==> config.mk <==
export PLATFORM = sky130hd
export DESIGN_NAME = vga_frame_capture
export DESIGN_NICKNAME = d
export VERILOG_FILES = /design/src/rtl/vga_capture_pkg.sv /design/src/rtl/crc16_ccitt_24.sv /design/src/rtl/vga_frame_capture.sv
export SDC_FILE = /design/constraint.sdc
export NUM_CORES = 1
export LEC_CHECK = 0
export CELL_PAD_IN_SITES_DETAIL_PLACEMENT = 0
export CELL_PAD_IN_SITES_GLOBAL_PLACEMENT = 1
export CORE_MARGIN = 2
export CORE_UTILIZATION = 34
export DETAILED_ROUTE_END_ITERATION = 10
export HOLD_SLACK_MARGIN = 0.06
export PLACE_DENSITY_LB_ADDON = 0.1
export SLEW_MARGIN = 10
export SYNTH_ARGS = -nofsm -noshare
export SYNTH_HDL_FRONTEND = slang
export SYNTH_HIERARCHICAL = 1
export SYNTH_SLANG_ARGS = --single-unit
==> constraint.sdc <==
create_clock -name clk -period 1.6 [get_ports clk]
set_input_delay 0.48 -clock clk [delete_from_list [all_inputs] [get_ports clk]]
set_output_delay 0.48 -clock clk [all_outputs]
set_load 0.01 [all_outputs]
==> src/rtl/vga_capture_pkg.sv <==
// Shared types and constants for the VGA frame grabber.
package vga_capture_pkg;

  typedef enum logic [2:0] {
    ST_IDLE    = 3'd0,
    ST_ARMED   = 3'd1,
    ST_VSYNC   = 3'd2,
    ST_CAPTURE = 3'd3,
    ST_DONE    = 3'd4
  } state_e;

  localparam int unsigned H_ACTIVE_DEF = 640;
  localparam int unsigned V_ACTIVE_DEF = 480;

  localparam logic [15:0] CRC_POLY = 16'h1021;
  localparam logic [15:0] CRC_INIT = 16'hFFFF;

endpackage

==> src/rtl/crc16_ccitt_24.sv <==
// Combinational CRC-16-CCITT update folding one 24-bit pixel, MSB first.
module crc16_ccitt_24
  import vga_capture_pkg::*;
(
  input  logic [15:0] crc_i,
  input  logic [23:0] data_i,
  output logic [15:0] crc_o
);

  logic [15:0] c_s;

  // Bit-serial shift unrolled over the 24 pixel bits.
  always_comb begin
    c_s = crc_i;
    for (int i = 23; i >= 0; i--) begin
      if (c_s[15] ^ data_i[i]) begin
        c_s = {c_s[14:0], 1'b0} ^ CRC_POLY;
      end else begin
        c_s = {c_s[14:0], 1'b0};
      end
    end
    crc_o = c_s;
  end

endmodule

==> src/rtl/vga_frame_capture.sv <==
// Captures one visible VGA frame into a linear frame memory on request.
// Optional frame CRC is built when VGA_CAPTURE_CRC_EN is defined.
module vga_frame_capture
  import vga_capture_pkg::*;
#(
  parameter int unsigned H_ACTIVE = H_ACTIVE_DEF,
  parameter int unsigned V_ACTIVE = V_ACTIVE_DEF,
  parameter int unsigned ADDR_W   = 19
) (
  input  logic              clk,
  input  logic              rst,
  input  logic              pix_en,
  input  logic              hsync,
  input  logic              vsync,
  input  logic              n_blanc,
  input  logic [7:0]        r,
  input  logic [7:0]        g,
  input  logic [7:0]        b,
  input  logic              start,
  output logic              busy,
  output logic              done,
  output logic              line_err,
  output logic              frame_err,
  output logic              wr_en,
  output logic [ADDR_W-1:0] wr_addr,
  output logic [23:0]       wr_data,
  output logic [15:0]       crc
);

  localparam int unsigned XW = $clog2(H_ACTIVE + 1);
  localparam int unsigned LW = $clog2(V_ACTIVE + 1);
  localparam logic [XW-1:0]     X_MAX  = XW'(H_ACTIVE);
  localparam logic [LW-1:0]     L_LAST = LW'(V_ACTIVE - 1);
  localparam logic [ADDR_W-1:0] H_STEP = ADDR_W'(H_ACTIVE);

  state_e              state_q;
  logic                vs_prev_q;
  logic                nb_prev_q;
  logic [XW-1:0]       x_q;
  logic [LW-1:0]       line_q;
  logic [ADDR_W-1:0]   base_q;
  logic                busy_q;
  logic                done_q;
  logic                line_err_q;
  logic                frame_err_q;
  logic                wr_en_q;
  logic [ADDR_W-1:0]   wr_addr_q;
  logic [23:0]         wr_data_q;

  logic                vs_fall_s;
  logic                vs_rise_s;
  logic                nb_fall_s;
  logic                unused_s;

  assign unused_s  = hsync;

  assign vs_fall_s = pix_en & vs_prev_q & ~vsync;
  assign vs_rise_s = pix_en & ~vs_prev_q & vsync;
  assign nb_fall_s = pix_en & nb_prev_q & ~n_blanc;

  // Previous-sample history; vsync idles high, so reset it high to avoid a false fall.
  always_ff @(posedge clk or negedge rst) begin
    if (!rst) begin
      vs_prev_q <= 1'b1;
      nb_prev_q <= 1'b0;
    end else if (pix_en) begin
      vs_prev_q <= vsync;
      nb_prev_q <= n_blanc;
    end
  end

  // Capture FSM with registered outputs.
  always_ff @(posedge clk or negedge rst) begin
    if (!rst) begin
      state_q     <= ST_IDLE;
      x_q         <= '0;
      line_q      <= '0;
      base_q      <= '0;
      busy_q      <= 1'b0;
      done_q      <= 1'b0;
      line_err_q  <= 1'b0;
      frame_err_q <= 1'b0;
      wr_en_q     <= 1'b0;
      wr_addr_q   <= '0;
      wr_data_q   <= 24'h0;
    end else begin
      wr_en_q <= 1'b0;
      done_q  <= 1'b0;
      case (state_q)
        ST_IDLE: begin
          if (start) begin
            state_q     <= ST_ARMED;
            busy_q      <= 1'b1;
            line_err_q  <= 1'b0;
            frame_err_q <= 1'b0;
          end
        end
        ST_ARMED: begin
          if (vs_fall_s) begin
            state_q <= ST_VSYNC;
          end
        end
        ST_VSYNC: begin
          if (vs_rise_s) begin
            state_q <= ST_CAPTURE;
            x_q     <= '0;
            line_q  <= '0;
            base_q  <= '0;
          end
        end
        ST_CAPTURE: begin
          // Line close takes precedence over a coincident vsync fall.
          if (nb_fall_s) begin
            if (x_q != X_MAX) begin
              line_err_q <= 1'b1;
            end
            base_q <= base_q + H_STEP;
            x_q    <= '0;
            line_q <= line_q + LW'(1);
            if (line_q == L_LAST) begin
              state_q <= ST_DONE;
              done_q  <= 1'b1;
              busy_q  <= 1'b0;
            end else if (vs_fall_s) begin
              frame_err_q <= 1'b1;
              state_q     <= ST_DONE;
              done_q      <= 1'b1;
              busy_q      <= 1'b0;
            end
          end else if (vs_fall_s) begin
            frame_err_q <= 1'b1;
            state_q     <= ST_DONE;
            done_q      <= 1'b1;
            busy_q      <= 1'b0;
          end else if (pix_en && n_blanc) begin
            if (x_q < X_MAX) begin
              wr_en_q   <= 1'b1;
              wr_addr_q <= base_q + ADDR_W'(x_q);
              wr_data_q <= {r, g, b};
              x_q       <= x_q + XW'(1);
            end else begin
              line_err_q <= 1'b1;
            end
          end
        end
        ST_DONE: begin
          state_q <= ST_IDLE;
        end
        default: begin
          state_q <= ST_IDLE;
          busy_q  <= 1'b0;
        end
      endcase
    end
  end

  assign busy      = busy_q;
  assign done      = done_q;
  assign line_err  = line_err_q;
  assign frame_err = frame_err_q;
  assign wr_en     = wr_en_q;
  assign wr_addr   = wr_addr_q;
  assign wr_data   = wr_data_q;

`ifdef VGA_CAPTURE_CRC_EN
  logic [15:0] crc_q;
  logic [15:0] crc_d;

  crc16_ccitt_24 u_crc (
    .crc_i  (crc_q),
    .data_i (wr_data_q),
    .crc_o  (crc_d)
  );

  // Running CRC folds each pixel in its write cycle; restarts on an accepted start.
  always_ff @(posedge clk or negedge rst) begin
    if (!rst) begin
      crc_q <= 16'h0000;
    end else if (state_q == ST_IDLE && start) begin
      crc_q <= CRC_INIT;
    end else if (wr_en_q) begin
      crc_q <= crc_d;
    end
  end

  assign crc = crc_q;
`else
  assign crc = 16'h0000;
`endif

endmodule

-- Word level (Yosys, flattened, before mapping)
Cells that the tools add are included.
- bits in registers: 91
- word-level logic and storage cells: 102
- input bits: 31
- reduce and logical (&&, ||, !) cells: 12
- bitwise gates (word level): 12
- add/subtract/negate cells: 4
- multiplexer cells: 44
- equal/unequal tests: 16
- order comparisons: 1
- operators by type and width (kind ; count):
    $mux W10 ; 5
    $mux W19 ; 2
    $pmux W19 S2 ; 1
    $mux W1 ; 22
    $pmux W10 S2 ; 1
    $add A19 B10 Y19 ; 1
    $add A19 B10 Y19 const B ; 1
    $mux W3 ; 6
    $mux W9 ; 2
    $ne A3 B3 Y1 const B ; 6
    $pmux W9 S2 ; 1
    $pmux W3 S4 ; 1
    $add A10 B1 Y10 const B ; 1
    $lt A10 B10 Y1 const B ; 1
    $ne A10 B10 Y1 const B ; 1
    $reduce_and A5 Y1 ; 2
    $add A9 B1 Y9 const B ; 1
    $eq A9 B9 Y1 const B ; 1
    $reduce_and A3 Y1 ; 3
    $ne A2 B2 Y1 const B ; 4
    $and A1 B1 Y1 ; 6
    $eq A3 B2 Y1 const B ; 2
    $not A1 Y1 ; 6
    $reduce_and A6 Y1 ; 1
    9 further kinds ; 11

-- Depth between registers and ports, before layout
- depth in word-level cells: 6
- depth in mapped cells: 7
- mapped depth without buffers: 6

-- Least setup slack after synthesis
Ideal clock, no wire load.
- path kind: reg2reg
- start point: register x_q[8]
- end point: register wr_addr_q[18], in the netlist wr_addr[18]
- cell stages (with the launch flop): 7
- path buffers: 0
- arrival: 1.557 ns
- period minus slack after synthesis: 1.689 ns
- path slack: -0.089 ns
- path through: dfrtp_1 ha_1 a21o_1 a21oi_2 or3_1 xor2_1 o21ai_1
- word-level cells in the longest chain between the ends: 2
- ends and longest elaborated chain (item ; RTL line ; RTL):
    start: declaration ; vga_frame_capture.sv:39 ; logic [XW-1:0] x_q;
    start signal: assignment ; vga_frame_capture.sv:140 ; x_q <= x_q + XW'(1);
    $lt A10 B10 Y1 ; vga_frame_capture.sv:136 ; if (x_q < X_MAX) begin
    $reduce_and A5 Y1 (no line) ; - ;
    end signal: assignment ; vga_frame_capture.sv:138 ; wr_addr_q <= base_q + ADDR_W'(x_q);
    end: declaration ; vga_frame_capture.sv:47 ; logic [ADDR_W-1:0] wr_addr_q;
Parallel ways exist; a longest one is shown, timed or not.
A chain may end at the register's enable or synchronous reset.

-- Final worst setup path
Same ends and word-level chain as after synthesis.

==> results.json <==
{
  "outcome": "finished, violations left",
  "violations": "negative setup slack",
  "dp.cells": 702,
  "synth_edf_count": 0,
  "tritoncts": "yes",
  "total_power_mw": 9.83,
  "async_reset_ff_share_pct": 100,
  "max-vdd-ir-drop_uv": 661,
  "grt.total_usage_pct": 16.0,
  "cp_num_buf_inv": 0,
  "detail_route.vias_per_cell": 4.68,
  "drtIter0Drc": 170,
  "detail_route.wl_per_cell_um": 14.0,
  "core_um2": 12000,
  "die_w_um": 115,
  "synth_common_cells": "nand2_1 (126), dfrtp_1 (83), nor2_1 (33)",
  "fin_crit_sh_pct": 105,
  "power.leakage_nw": 2.98,
  "synth_xor_area_share_pct": 6.54,
  "max_cap_viol_count": 0,
  "antenna_left": 0,
  "min_path_cells": 2,
  "clkLatencyLatePin_ps": 340,
  "slowest_stage": "dfrtp_2",
  "clkTransAtPathRegs_ps": 60,
  "netlist_area_um2": 4150,
  "drc": 0,
  "end_kind": "register",
  "worstMarginPinSlew_ps": 490,
  "cp.required_ps": 1870,
  "area_delta_synth_final_pct": 51.7,
  "dp_hpwl_um": 7280,
  "startpoint_type": "register",
  "power_density_nw_per_um2": 1560,
  "ios": 95,
  "synth_area_leader_cell": "dfrtp_1",
  "hold_path_class": "reg2reg",
  "grt_max_degree": 26,
  "finalInstanceArea_um2": 6300,
  "worst-path-stages": 6,
  "gp_congestion": 0.867,
  "synth-simple-area-share_pct": 27.2,
  "diodes": 0,
  "crit_chain": "ha_4 -> a21o_1 -> a21oi_4 -> or3_4 -> xor2_2 -> o21ai_1",
  "synthMuxAreaShare_pct": 0.271,
  "synth_top_flop_cell": "dfrtp_1",
  "initial_core_util_pct": 34.7,
  "cts_max_level": 3,
  "rsz0062_at_grt": "yes",
  "synth.most_common_cell": "nand2_1",
  "instances_no_fill": 733,
  "crit_type": "reg2reg",
  "final_core_util_pct": 52.7,
  "die_y_um": 115,
  "path_delay_family": "flip-flops",
  "route.vias.total": 3431,
  "cts_sinks": 84,
  "arrival_ps": 1940,
  "max-slew-margin-rel_pct": 66.8,
  "grt_pass1_vias": 3384,
  "fmax_mhz": 598,
  "firstDrtPassIters": 4,
  "portBuffers": 77,
  "synth_top_area_share_pct": 50.0,
  "synth_fa_ha_area_share_pct": 2.11,
  "cp_max_fo": 7,
  "antenna_found_initial": 0,
  "synth_top_family_by_area": "simple AND/OR/NAND/NOR gates",
  "drive_above_1_share_pct": 25.9,
  "wl_um": 10200,
  "synth_compound_area_share_pct": 7.17,
  "syn_area_per_cell_um2": 9.46,
  "root_buffer": "clkbuf_16",
  "cts_buffers": 9,
  "nNetsFinal": 619,
  "grt_first_pass_wirelength_um": 16700,
  "skew_ps": 6.24,
  "dpl-instance-area_um2": 5490,
  "cp_slowest_stage_delay_ps": 440,
  "synthCells": 439,
  "clockBufferDepth": 2,
  "rows": 40,
  "setup_violations": 12,
  "die_area_um2": 13100,
  "synth_cell_type_count": 56,
  "synthTopCellsByArea": "dfrtp_1 (50%), nand2_1 (11%), xnor2_1 (6.1%), buf_4 (3.1%), nor2_1 (3.0%)",
  "drv_slew": 0,
  "finalHoldViolCount": 0,
  "post-route-min-period_ps": 1670,
  "synth-seq-area-share_pct": 50.6,
  "fin_ws_ps": -72.7,
  "yosysWarnings": 6,
  "ys_seq_elements": 84,
  "r2r_cells": 6,
  "overflow": 0
}
-- worst min-delay path: cells and delay by family, from the launching register on --
kind	cells	cell delay (ps)
DFF	1	330
and+or+nand+nor	2	110
-- where the power goes --
group / switching, mW / internal, mW / leakage, nW
clock: 0.839 / 1.69 / 0.173
combinational: 2.12 / 2.05 / 1.71
sequential: 0.368 / 2.76 / 1.10
-- final cells by class --
class / instances / area, um2
Fill cell: 1072 / 5660
Multi-Input combinational cell: 328 / 2170
Sequential cell: 84 / 2110
Timing Repair Buffer: 150 / 1440
Clock buffer: 10 / 229
Tap cell: 147 / 184
Clock inverter: 6 / 136
Inverter: 8 / 37.5
-- layout by cell type, fill, tap and decap left out, types with 5 or more instances in the layout --
cell type	synthesis	routed
nor3_1	9	5
inv_1	7	6
buf_12	0	8
nor4_4	2	8
buf_6	2	7
nor2_1	33	28
o21ai_1	4	13
buf_4	17	52
nor2_2	1	5
o21ai_0	21	11
clkdlybuf4s50_1	0	25
clkbuf_16	0	11
xnor2_1	29	28
dfrtp_1	83	79
nand2_1	126	123
nand3_1	8	7
conb_1	1	16
dlygate4sd2_1	0	49
-- through the flow --
step / setup TNS, ps / hold WS [ps] / worst slack [ps]
after detailed placement: -41220 / 423 / -740
final: -449 / 470 / -72.7
after CTS: -371 / 475 / -104
after floorplan: -308 / 184 / -41.2
after global routing: -2630 / 490 / -172
after global placement: -40120 / 416 / -706
-- sequential cells by signal, indices dropped and copies added, names as in the netlist --
name,cells
wr_en,1
busy,1
line_err,1
x_q,10
wr_addr,19
base_q,12
wr_data,24
done,1
line_q,9
vs_prev_q,1
state_q,3
nb_prev_q,1
frame_err,1
-- worst paths after layout --
check | startpoint | to | slack (ps)
worst min register to register | wr_data[19] | wr_data[19] | 470
worst max register to register | x_q[8] | wr_addr[18] | -70
max in group asynchronous | rst | wr_data[4] | 410
min in group asynchronous | rst | wr_data[23] | 610
worst max-delay path | x_q[8] | wr_addr[18] | -70
worst min-delay path | wr_data[19] | wr_data[19] | 470
-- cell families (layout without fill, tap and decap cells) --
kind of cell / count (synthesis) / after routing
muxes: 1 / 1
xor gates and xnor gates: 31 / 31
buffers and inverters: 42 / 174
other: 1 / 16
AOI/OAI and AO/OA: 49 / 49
adders and majority gates: 7 / 7
and+or+nand+nor: 224 / 224
DFF: 84 / 84
-- what timing repair did --
item | in CTS | in global routing
gates resized for setup | 89 | 53
cloned | 1 | 2
hold buffers | 1 | 0
endpoints found under the setup margin | 129 | 78
pin swaps | 15 | 31
setup buffers | 5 | 6
hold endpoints to repair | 8 | 0
-- layer usage --
metal  vias to the layer above  GRT usage [%]  share of wire [%]
li1                       1726              -                  -
met1                      1623           20.7                 46
met2                        72           26.7                 49
met3                        10           3.12                4.2
met4                         0           5.53                1.2
met5                         -              0                  0
Power figures use the tool's default switching activity.
